===== config.mk =====
export PLATFORM = sky130hd
export DESIGN_NAME = voice_scheduler
export DESIGN_NICKNAME = d
export VERILOG_FILES = /design/src/rtl/voice_scheduler.sv
export SDC_FILE = /design/constraint.sdc
export NUM_CORES = 1
export LEC_CHECK = 0
export ABC_AREA = 1
export BUFFER_PORTS_ARGS = -buffer_cell sky130_fd_sc_hd__buf_2
export CORE_ASPECT_RATIO = 0.5
export CORE_MARGIN = 4
export CORE_UTILIZATION = 45
export CTS_CLUSTER_SIZE = 30
export DETAILED_ROUTE_END_ITERATION = 10
export PLACE_DENSITY_LB_ADDON = 0.12
export SYNTH_ARGS = -nofsm -noshare
export SYNTH_HDL_FRONTEND = slang
export SYNTH_SLANG_ARGS = --single-unit

===== constraint.sdc =====
create_clock -name clk -period 3.3 [get_ports clk]
set_clock_uncertainty 0.2 [all_clocks]
set_input_delay 0 -clock clk [delete_from_list [all_inputs] [get_ports clk]]
set_output_delay 0 -clock clk [all_outputs]
set_load 0.1 [all_outputs]

===== src/rtl/voice_scheduler.sv =====
// Voice scheduler: hands notes from the song reader to a bank of note_players,
// times each note (and each rest) in beats, and strobes load/done per voice.
module voice_scheduler #(
    parameter int NUM_VOICES = 3,
    parameter int DUR_WIDTH  = 6
) (
    input  logic                      clk,
    input  logic                      reset,
    input  logic                      play_enable,
    input  logic                      beat,
    input  logic                      note_valid,
    input  logic [5:0]                note_in,
    input  logic [DUR_WIDTH-1:0]      duration_in,
    output logic                      note_ready,
    output logic [NUM_VOICES-1:0]     load_new_note,
    output logic [6*NUM_VOICES-1:0]   note_to_load,
    output logic [NUM_VOICES-1:0]     note_done,
    output logic [NUM_VOICES-1:0]     voice_busy,
    output logic                      rest_active
);

    logic [NUM_VOICES-1:0][DUR_WIDTH-1:0] cnt_q, cnt_d;
    logic [NUM_VOICES-1:0]                busy_q, busy_d;
    logic [NUM_VOICES-1:0]                load_q, load_d;
    logic [NUM_VOICES-1:0]                done_q, done_d;
    logic [6*NUM_VOICES-1:0]              note_q, note_d;
    logic [DUR_WIDTH-1:0]                 rest_cnt_q, rest_cnt_d;
    logic                                 rest_active_q, rest_active_d;

    logic [NUM_VOICES-1:0] free_mask;
    logic [NUM_VOICES-1:0] alloc_oh;
    logic [DUR_WIDTH-1:0]  dur_eff;
    logic                  is_rest;
    logic                  accept;
    logic                  tick;

    assign is_rest    = (note_in == 6'd0);
    assign free_mask  = ~busy_q;
    // Isolate the lowest free voice so allocation always prefers voice 0.
    assign alloc_oh   = free_mask & (~free_mask + NUM_VOICES'(1));
    assign dur_eff    = (duration_in == '0) ? DUR_WIDTH'(1) : duration_in;
    assign note_ready = play_enable & ~rest_active_q & (is_rest | (|free_mask));
    assign accept     = note_valid & note_ready;
    assign tick       = beat & play_enable;

    always_comb begin
        cnt_d         = cnt_q;
        busy_d        = busy_q;
        note_d        = note_q;
        load_d        = '0;
        done_d        = '0;
        rest_cnt_d    = rest_cnt_q;
        rest_active_d = rest_active_q;

        for (int v = 0; v < NUM_VOICES; v++) begin
            if (accept && !is_rest && alloc_oh[v]) begin
                cnt_d[v]         = dur_eff;
                busy_d[v]        = 1'b1;
                load_d[v]        = 1'b1;
                note_d[6*v +: 6] = note_in;
            end else if (tick && busy_q[v]) begin
                cnt_d[v] = cnt_q[v] - DUR_WIDTH'(1);
                if (cnt_q[v] == DUR_WIDTH'(1)) begin
                    busy_d[v] = 1'b0;
                    done_d[v] = 1'b1;
                end
            end
        end

        // A rest can only be accepted while no rest is running, so load and
        // countdown never collide here.
        if (accept && is_rest) begin
            rest_cnt_d    = dur_eff;
            rest_active_d = 1'b1;
        end else if (tick && rest_active_q) begin
            rest_cnt_d = rest_cnt_q - DUR_WIDTH'(1);
            if (rest_cnt_q == DUR_WIDTH'(1)) begin
                rest_active_d = 1'b0;
            end
        end
    end

    always_ff @(posedge clk or negedge reset) begin
        if (!reset) begin
            cnt_q         <= '0;
            busy_q        <= '0;
            load_q        <= '0;
            done_q        <= '0;
            note_q        <= '0;
            rest_cnt_q    <= '0;
            rest_active_q <= 1'b0;
        end else begin
            cnt_q         <= cnt_d;
            busy_q        <= busy_d;
            load_q        <= load_d;
            done_q        <= done_d;
            note_q        <= note_d;
            rest_cnt_q    <= rest_cnt_d;
            rest_active_q <= rest_active_d;
        end
    end

    assign load_new_note = load_q;
    assign note_done     = done_q;
    assign voice_busy    = busy_q;
    assign note_to_load  = note_q;
    assign rest_active   = rest_active_q;

endmodule


# == After elaboration in Yosys (flattened, before gate mapping) ==
# Cells that the tools add are included.
# totals
register_bits,52
input_bits,17
out_inout_bits,29
word_cells,89
# classes
n_addsub,5
eq_ne,4
muxes,33
n_bitwise,9
reduce_logical,25
# ops
op,n
$mux 6,9
$eq 6x1->1 const B,4
$mux 1,24
$sub 6x1->6 const B,4
$reduce_bool 2->1,8
$logic_not 6->1,2
$logic_and 1x1->1,9
$reduce_and 2->1,4
$not 3->3,2
$and 1x1->1,4
$add 3x1->3 const B,1
$and 3x3->3,1
$reduce_or 3->1,1
$logic_not 1->1,1
$not 1->1,1
$or 1x1->1,1

# == Logic depth before layout (Yosys ltp) ==
# Gate-level depths: netlist of run 1.
# depth
word_depth,9
depth_mapped,9
ltp_nobuf,9

# == Least setup slack after synthesis of run 1 ==
# No wires, ideal clock.
# synth_path
path_kind,register to output
start,register busy_q[0] (netlist: voice_busy[0])
end,output note_ready
arrival_time_ns,3.355
t_required_ns,3.100
path_slack_ns,-0.255
path_stages_with_launch,6
path_buffers,0
cell_sequence,dfrtp_1 -> nand2_1 -> inv_1 -> nand2_2 -> inv_1 -> a21boi_0
# synth_between
elab_chain_cells,4
# synth_rtl
element,line,rtl
"start, declared",23,"logic [NUM_VOICES-1:0] busy_q, busy_d;"
"start signal, assigned",94,busy_q <= busy_d;
$not 3->3,38,assign free_mask = ~busy_q;
$reduce_or 3->1,42,assign note_ready = play_enable & ~rest_active_q & (is_rest | (|free_mask));
$or 1x1->1,42,
$and 1x1->1,42,
"end, declared",14,"output logic note_ready,"
# Every way passes these cells.

# == Worst setup path in the final report of run 1 ==
# layout_path
start,input note_in[3]
end,register rest_cnt_q[1]
# layout_between
elab_chain_cells,6
word_cells_on_any_way,7
cone_classes,1 x mux; 3 x bitwise; 3 x reduce/logical
# layout_rtl
element,line,rtl
"start, declared",12,"input logic [5:0] note_in,"
$logic_not 6->1 *,37,assign is_rest = (note_in == 6'd0);
$or 1x1->1,42,
$and 1x1->1,42,
$and 1x1->1,43,assign accept = note_valid & note_ready;
$logic_and 1x1->1 *,72,if (accept && is_rest) begin
$mux 6 or $reduce_bool 2->1 (tied branches),-,
"end signal, assigned",98,rest_cnt_q <= rest_cnt_d;
"end, declared",27,"logic [DUR_WIDTH-1:0] rest_cnt_q, rest_cnt_d;"
# Every way passes the cells marked *; elsewhere a longest branch is shown, timed or not.
# A chain may end at the register's enable or synchronous reset.

==> summary.txt, run 1 <==
Outcome
  – Status: completed

CTS
  – Clock tree from TritonCTS: done
  – Maximum buffer depth of the clock tree: 2
  – Source-to-sink clock delay at the later pin of the worst-skew pair: 0.29 ns
  – Clock-pin slew on the worst setup and hold paths: roughly 0.070 ns
  – Maximum level of the CTS H-tree: 2
  – Number of buffers created by CTS: 5
  – Post-CTS repair timing setup buffer count: 0
  – Clock root buffer: sky130_fd_sc_hd__clkbuf_16
  – Sink count of the clock tree: 52

STA
  – Final setup fails: 0
  – RSZ-0062 raised after global routing: no
  – Final Cycle Share: ~68%
  – Shortest clock period the worst path allows after layout: roughly 2.2 ns
  – Fin Setup TNS: 0 ns
  – Highest clock rate: 448 MHz
  – Headroom to the max-slew limit: 49.9%
  – Transition time at the pin with the least slew margin: 0.752 ns
  – Final Hold Vio Count: 0
  – Slew Viols, Final: 0

GRT
  – Largest net degree at the start of global routing: 34
  – Wire length of the first global-routing pass: about 11,000 um
  – All-layer global routing usage: 18.9%
  – Global Route met3 Usage: 5.33%
  – Via count of the first global-routing pass: 2,386
  – GR Overflow Total: 0
  – Antenna violations before repair: 0
  – Met1 Resource Use GR: 25.5%
  – Routing usage on met2: roughly 30%
  – Busiest grt layer: met2

Setup path
  – CP Depth: 8
  – Arrival @ worst endpoint: 2.24 ns
  – Cell chain of the critical path: dlygate4sd3_1 -> buf_2 -> nor2_1 -> nand2_1 -> nor2_1 -> nand4_2 -> dlygate4sd3_1 -> o211ai_1
  – Largest fanout on the critical path: 7
  – Register-to-Register Setup Slack: 1.46 ns
  – Worst setup path endpoint: rest_cnt_q[1]
  – Data required time at the worst endpoint: 3.31 ns
  – Critical-path cell with the highest stage delay: sky130_fd_sc_hd__dlygate4sd3_1
  – Delay of the slowest critical-path stage: 0.68 ns
  – FF-to-FF End: rest_cnt_q[1]
  – Path depth of the worst reg2reg path: 4
  – Launch point of the worst reg-to-reg path: rest_active
  – Crit path kind: in2reg
  – Worst Setup Start Kind: input port
  – CP Buf/Inv Count: 3
  – Worst setup path startpoint: note_in[3]
  – CP top delay family: buffers and inverters
  – Critical Path End Type: flip-flop

Detailed routing
  – Number of iterations in the first detailed-routing pass: 4
  – Routed vias: 2,394
  – Number of nets still failing antenna checks after routing: 0
  – Number of DRC markers in iteration 0: approximately 130
  – Detailed-route wire length per cell: 13.5 um
  – Routed vias/inst: 4.96
  – Detailed-route wire length: 6520 um
  – Detailed-route DRC error count: 0

Yosys
  – Distinct cells, synth: 25
  – Net count after synthesis: 367
  – YS warnings: 0
  – Top-area cell type share of the netlist area: 47.9%
  – Register bit count reported by yosys: 52
  – Syn avg cell area: about 8 um^2
  – Proportion of synthesized chip area in sequential cells: 47.9%
  – Cell count after synthesis: between 300 and 400
  – Synth Cell Area: about 2700 um^2
  – Most area-hungry cell type in the Yosys netlist: sky130_fd_sc_hd__dfrtp_1
  – Cell types occupying the most area after synthesis: sky130_fd_sc_hd__dfrtp_1 (48%), sky130_fd_sc_hd__nand2_1 (19%), sky130_fd_sc_hd__inv_1 (5.0%)

Min path
  – Cell depth of the worst min-delay path: 7
  – Path type of the worst min-delay path: in2reg

Finish
  – Synthesis-to-layout area growth: 22.2%
  – Fill count: about 520
  – Layout cell share with drive strength beyond 1: 17.8%
  – Antenna diodes: 0
  – Final net count: 434
  – Total non-filler cell area in the finished layout: 3320 um^2

Floorplanning
  – Chip width: 118 um
  – Height of the die: 63.0 um
  – Die area: approximately 7400 um^2
  – Total core area: 5660 um^2
  – Initial core utilization: around half
  – I/O pin count: 46
  – Count of standard-cell rows: 19

Placed design
  – Final weighted congestion in routability-driven placement: ~0.84
  – Post-Place Cell Area: 3010 um^2
  – Hpwl dp: 4730 um
  – Number of I/O port buffers: 45

Flow run
  – Max Cap Viol: 0
## routing by layer
layer | part of all wire, % | wire length (um)
met1 | 47 | 3090
met2 | 45 | 2940
met3 | 6.5 | 425
met5 | 0 | 0
met4 | 0.91 | 59
## flip-flops by register name, summed over array words and instances (netlist names)
name           cells
rest_active        1
rest_cnt_q         6
voice_busy         3
note_done          3
load_new_note      3
cnt_q             18
note_to_load      18
## stage by stage
step                std cells  setup slack, ns  hold WS, ns  utilization (%)
floorplan                 342            0.482       -0.496                -
CTS                       483             1.13       0.0940             58.7
detailed placement        458             1.49      -0.0776             53.2
finish                    483             1.07       0.0878             58.7
global route              483            0.992        0.145             58.7
global placement          458             1.55      -0.0880             53.2
## tightest hold or removal path, stage by stage
cell and delay [ns]:
sky130_fd_sc_hd__buf_2 0.09, sky130_fd_sc_hd__nand2_1 0.17, sky130_fd_sc_hd__nor2_4 0.07, sky130_fd_sc_hd__nand2_1 0.06
sky130_fd_sc_hd__nand2_1 0.05, sky130_fd_sc_hd__nand2_1 0.05, sky130_fd_sc_hd__nand2_1 0.04
## synthesized netlist by cell type (all sizes together)
master	instances
dfrtp	52
buf	3
nor2	29
ha	8
nand2	143
o21a	2
xnor2	3
o21ai	7
nand4	7
xor2	10
o211ai	1
nand3	13
a21oi	18
a21boi	1
or2	3
inv	37
nor3	2
a31o	1
nor4	2
## cells in the final DEF (no fill, tap or decap), drive strengths merged
| master | n |
|---|---|
| nor3 | 2 |
| ha | 8 |
| or2 | 3 |
| a21boi | 1 |
| nand4 | 7 |
| dlygate4sd3 | 17 |
| xor2 | 10 |
| xnor2 | 3 |
| nand2 | 143 |
| a31o | 1 |
| clkbuf | 5 |
| inv | 37 |
| a21oi | 18 |
| o211ai | 1 |
| buf | 46 |
| nor2 | 29 |
| clkinv | 3 |
| dfrtp | 52 |
| o21ai | 7 |
| nand3 | 13 |
| o21a | 2 |
| nor4 | 2 |
## timing repair
| item | in CTS | in global routing |
|---|---|---|
| gates resized for setup | 0 | 0 |
| hold buffers | 17 | 0 |
| hold endpoints to repair | 78 | 0 |
## worst min path at each step
stage / startpoint / end
2_1_floorplan: reset / cnt_q[0]
3_3_place_gp: reset / cnt_q[17]
3_5_place_dp: reset / rest_cnt_q[3]
4_1_cts: beat / cnt_q[14]
5_1_grt: beat / note_done[1]
6_report: beat / cnt_q[14]
## kinds of logic (layout without fill, tap and decap cells)
| family | Yosys count | in the layout | synth area share (%) |
|---|---|---|---|
| flops | 52 | 52 | 47.9 |
| compound gates | 30 | 30 | 6.03 |
| buf+inv | 40 | 108 | 6.35 |
| simple gates | 199 | 199 | 31.9 |
| fa+ha+maj | 8 | 8 | 3.68 |
| xor+xnor | 13 | 13 | 4.19 |
## final cells by class
cell class / count / area (um^2) / share of cell area, %
well taps: 73 / 91.3 / 2.75
flip-flops and latches: 52 / 1300 / 39.2
multi-input cells: 250 / 1240 / 37.5
repair buffers: 63 / 403 / 12.1
clock inverters: 3 / 18.8 / 0.565
clock buffers: 5 / 125 / 3.77
inverters: 37 / 139 / 4.18
Power of run 1 is not shown: default switching activity piles up to over one toggle a cycle in this logic, so the estimate is an artifact.
==> run 2, diff against run 1 <==
Clock period 3.3 ns to 2.2 ns, I/O delays scaled along.
==> summary.txt, run 2 (same netlist as run 1, synthesis figures left out) <==
Setup path
  – Data required time at the worst endpoint: 2.00 ns (was 3.31 ns)
  – CP top delay family: buffers and inverters (unchanged)
  – Critical-path cell with the highest stage delay: sky130_fd_sc_hd__dlygate4sd3_1 (unchanged)
  – Most frequent cell on the critical path: sky130_fd_sc_hd__buf_2
  – Delay of the slowest critical-path stage: 0.53 ns (was 0.68 ns)
  – Register-to-Register Setup Slack: 0.39 ns (was 1.46 ns)
  – Arrival @ worst endpoint: 1.67 ns (was 2.24 ns)
  – Critical Path End Type: primary output (was flip-flop)
  – Largest fanout on the critical path: 4 (was 7)
  – Crit path kind: in2out (was in2reg)
  – CP Buf/Inv Count: 3 (unchanged)
  – Worst Setup Start Kind: input port (unchanged)
  – Cell chain of the critical path: dlygate4sd3_1 -> buf_2 -> nor2_1 -> nand3_1 -> a21boi_4 -> buf_2 (was dlygate4sd3_1 -> buf_2 -> nor2_1 -> nand2_1 -> nor2_1 -> nand4_2 -> dlygate4sd3_1 -> o211ai_1)

Placed design
  – Setup slack after placement: 0.413 ns (was 1.49 ns)
  – Hpwl dp: 5110 um (was 4730 um)
  – Final weighted congestion in routability-driven placement: 0.891 (was 0.841)
  – Placed cells: 459 (was 458)
  – Number of I/O port buffers: 45 (unchanged)

Finish
  – Area used by multi-input combinational logic: 1260 um^2 (was 1240 um^2)
  – Fill count: 533 (was 523)
  – Most frequent cells in the layout: sky130_fd_sc_hd__nand2_1 (139), sky130_fd_sc_hd__dfrtp_1 (51), sky130_fd_sc_hd__buf_2 (45) (was sky130_fd_sc_hd__nand2_1 (139), sky130_fd_sc_hd__dfrtp_1 (52), sky130_fd_sc_hd__buf_2 (45))
  – Finished Layout Cells: 482 (was 483)
  – Final net count: 433 (was 434)
  – Register area: 1300 um^2 (about the same)
  – Most frequent standard cell in the layout excluding fill and tap cells: sky130_fd_sc_hd__nand2_1 (unchanged)
  – Layout cell share with drive strength beyond 1: 18.6% (was 17.8%)
  – Antenna diodes: 0 (unchanged)
  – Synthesis-to-layout area growth: 22.3% (was 22.2%)

GRT
  – Met1 Resource Use GR: 25.3% (was 25.5%)
  – Routing usage on met2: 32.5% (was 29.9%)
  – Busiest grt layer: met2 (unchanged)
  – Antenna violations before repair: 0 (unchanged)
  – Largest net degree at the start of global routing: 36 (was 34)
  – Global Route met3 Usage: 5.24% (was 5.33%)
  – GR Overflow Total: 0 (unchanged)
  – Wire length of the first global-routing pass: 11,500 um (was 11,300 um)
  – All-layer global routing usage: 19.4% (was 18.9%)
  – Via count of the first global-routing pass: 2,491 (was 2,386)

CTS
  – Clock tree from TritonCTS: done (unchanged)
  – Source-to-sink clock delay at the later pin of the worst-skew pair: 0.30 ns (was 0.29 ns)
  – Post-CTS Resized: 0 (unchanged)
  – Post-CTS repair timing setup buffer count: 0 (unchanged)
  – Clock-pin slew on the worst setup and hold paths: 0.07 ns (about the same)
  – Sink count of the clock tree: 52 (unchanged)
  – Clock root buffer: sky130_fd_sc_hd__clkbuf_16 (unchanged)
  – Maximum buffer depth of the clock tree: 2 (unchanged)
  – Number of buffers created by CTS: 5 (unchanged)
  – Maximum level of the CTS H-tree: 2 (unchanged)

STA
  – Transition time at the pin with the least slew margin: 0.764 ns (was 0.752 ns)
  – Final setup fails: 0 (unchanged)
  – Smallest setup slack after layout: 0.331 ns (was 1.07 ns)
  – Headroom to the max-slew limit: 49.1% (was 49.9%)
  – Shortest clock period the worst path allows after layout: 1.87 ns
  – Final Hold Vio Count: 0 (unchanged)
  – Fin Setup TNS: 0 ns (unchanged)
  – Slew Viols, Final: 0 (unchanged)
  – RSZ-0062 raised after global routing: no (unchanged)
  – Final Cycle Share: 85.0%
  – Highest clock rate: 535 MHz

Outcome
  – Status: completed (unchanged)

Detailed routing
  – Detailed-route wire length: 6710 um (was 6520 um)
  – Number of nets still failing antenna checks after routing: 0 (unchanged)
  – Number of DRC markers in iteration 0: 135 (was 127)
  – Routed vias/inst: 4.97 (was 4.96)
  – Routed vias: 2,394 (unchanged)
  – Number of iterations in the first detailed-routing pass: 4 (unchanged)
  – Detailed-route DRC error count: 0 (unchanged)
  – Detailed-route wire length per cell: 13.9 um (was 13.5 um)

Floorplanning
  – Height of the die: 63.0 um (unchanged)
  – Count of standard-cell rows: 19 (unchanged)
  – Total core area: 5660 um^2 (unchanged)
  – I/O pin count: 46 (unchanged)
  – Die area: 7430 um^2 (unchanged)
  – Initial core utilization: 48.1% (unchanged)
  – Chip width: 118 um (unchanged)

Min path
  – Path type of the worst min-delay path: in2reg (unchanged)

Flow run
  – Max Cap Viol: 0 (unchanged)
-- run 2: cell types whose count changed in the layout (fill, tap and decap cells not counted) --
| cell | change |
|---|---|
| sky130_fd_sc_hd__clkinvlp_4 | +1 |
| sky130_fd_sc_hd__buf_4 | +1 |
| sky130_fd_sc_hd__clkinv_2 | -1 |
| sky130_fd_sc_hd__clkinv_4 | -1 |
| sky130_fd_sc_hd__dfrtp_1 | -1 |
| sky130_fd_sc_hd__inv_6 | +1 |
| sky130_fd_sc_hd__a21boi_1 | -1 |
| sky130_fd_sc_hd__dfrtp_2 | +1 |
| sky130_fd_sc_hd__a21boi_4 | +1 |
| sky130_fd_sc_hd__dlygate4sd3_1 | -2 |
-- run 2: per-layer routing --
metal / vias to the layer above / wire [um] / part of all wire, %
met3: 7 / 282 / 4.2
met1: 1146 / 3320 / 49
met5: - / 0 / 0
li1: 1194 / - / -
met2: 47 / 3060 / 46
met4: 0 / 56 / 0.83
-- run 2: timing repair --
action | 4_1_cts | 5_1_grt
endpoints found under the hold margin | 79 | 0
hold buffers | 15 | 0
setup endpoints to repair | 0 | 0
-- run 2: tightest hold or removal path: cells and delay by family --
kind / cells / cell delay, ns
simple gates: 6 / 0.44
buf+inv: 1 / 0.09
-- run 2: final cells by class --
cell class | count | share of cell area (%)
timing repair buffer | 62 | 11.7
clock buffer | 5 | 3.76
tap | 73 | 2.75
inverter | 37 | 4.18
multi-input combinational | 250 | 37.8
sequential | 52 | 39.2
clock inverter | 3 | 0.640
-- run 2: path summary, 6_finish.rpt --
| kind | from | endpoint | depth (start not counted) |
|---|---|---|---|
| max reg2reg | voice_busy[0] | cnt_q[11] | 8 |
| max in group asynchronous | reset | rest_cnt_q[5] | 3 |
| min in group asynchronous | reset | note_to_load[12] | 2 |
| min | beat | cnt_q[14] | 7 |
| min reg2reg | note_to_load[8] | note_to_load[8] | 2 |
| max | note_in[5] | note_ready | 6 |
-- run 2: through the flow --
stage	cell area, um^2	hold WS (ns)	utilization (%)
floorplan	2730	-0.496	-
global placement	3030	-0.0882	53.5
detailed placement	3030	-0.0813	53.5
CTS	3330	0.0634	58.8
global route	3330	0.115	58.8
finish	3330	0.0686	58.8
Power of run 2 is left out for the same reason.
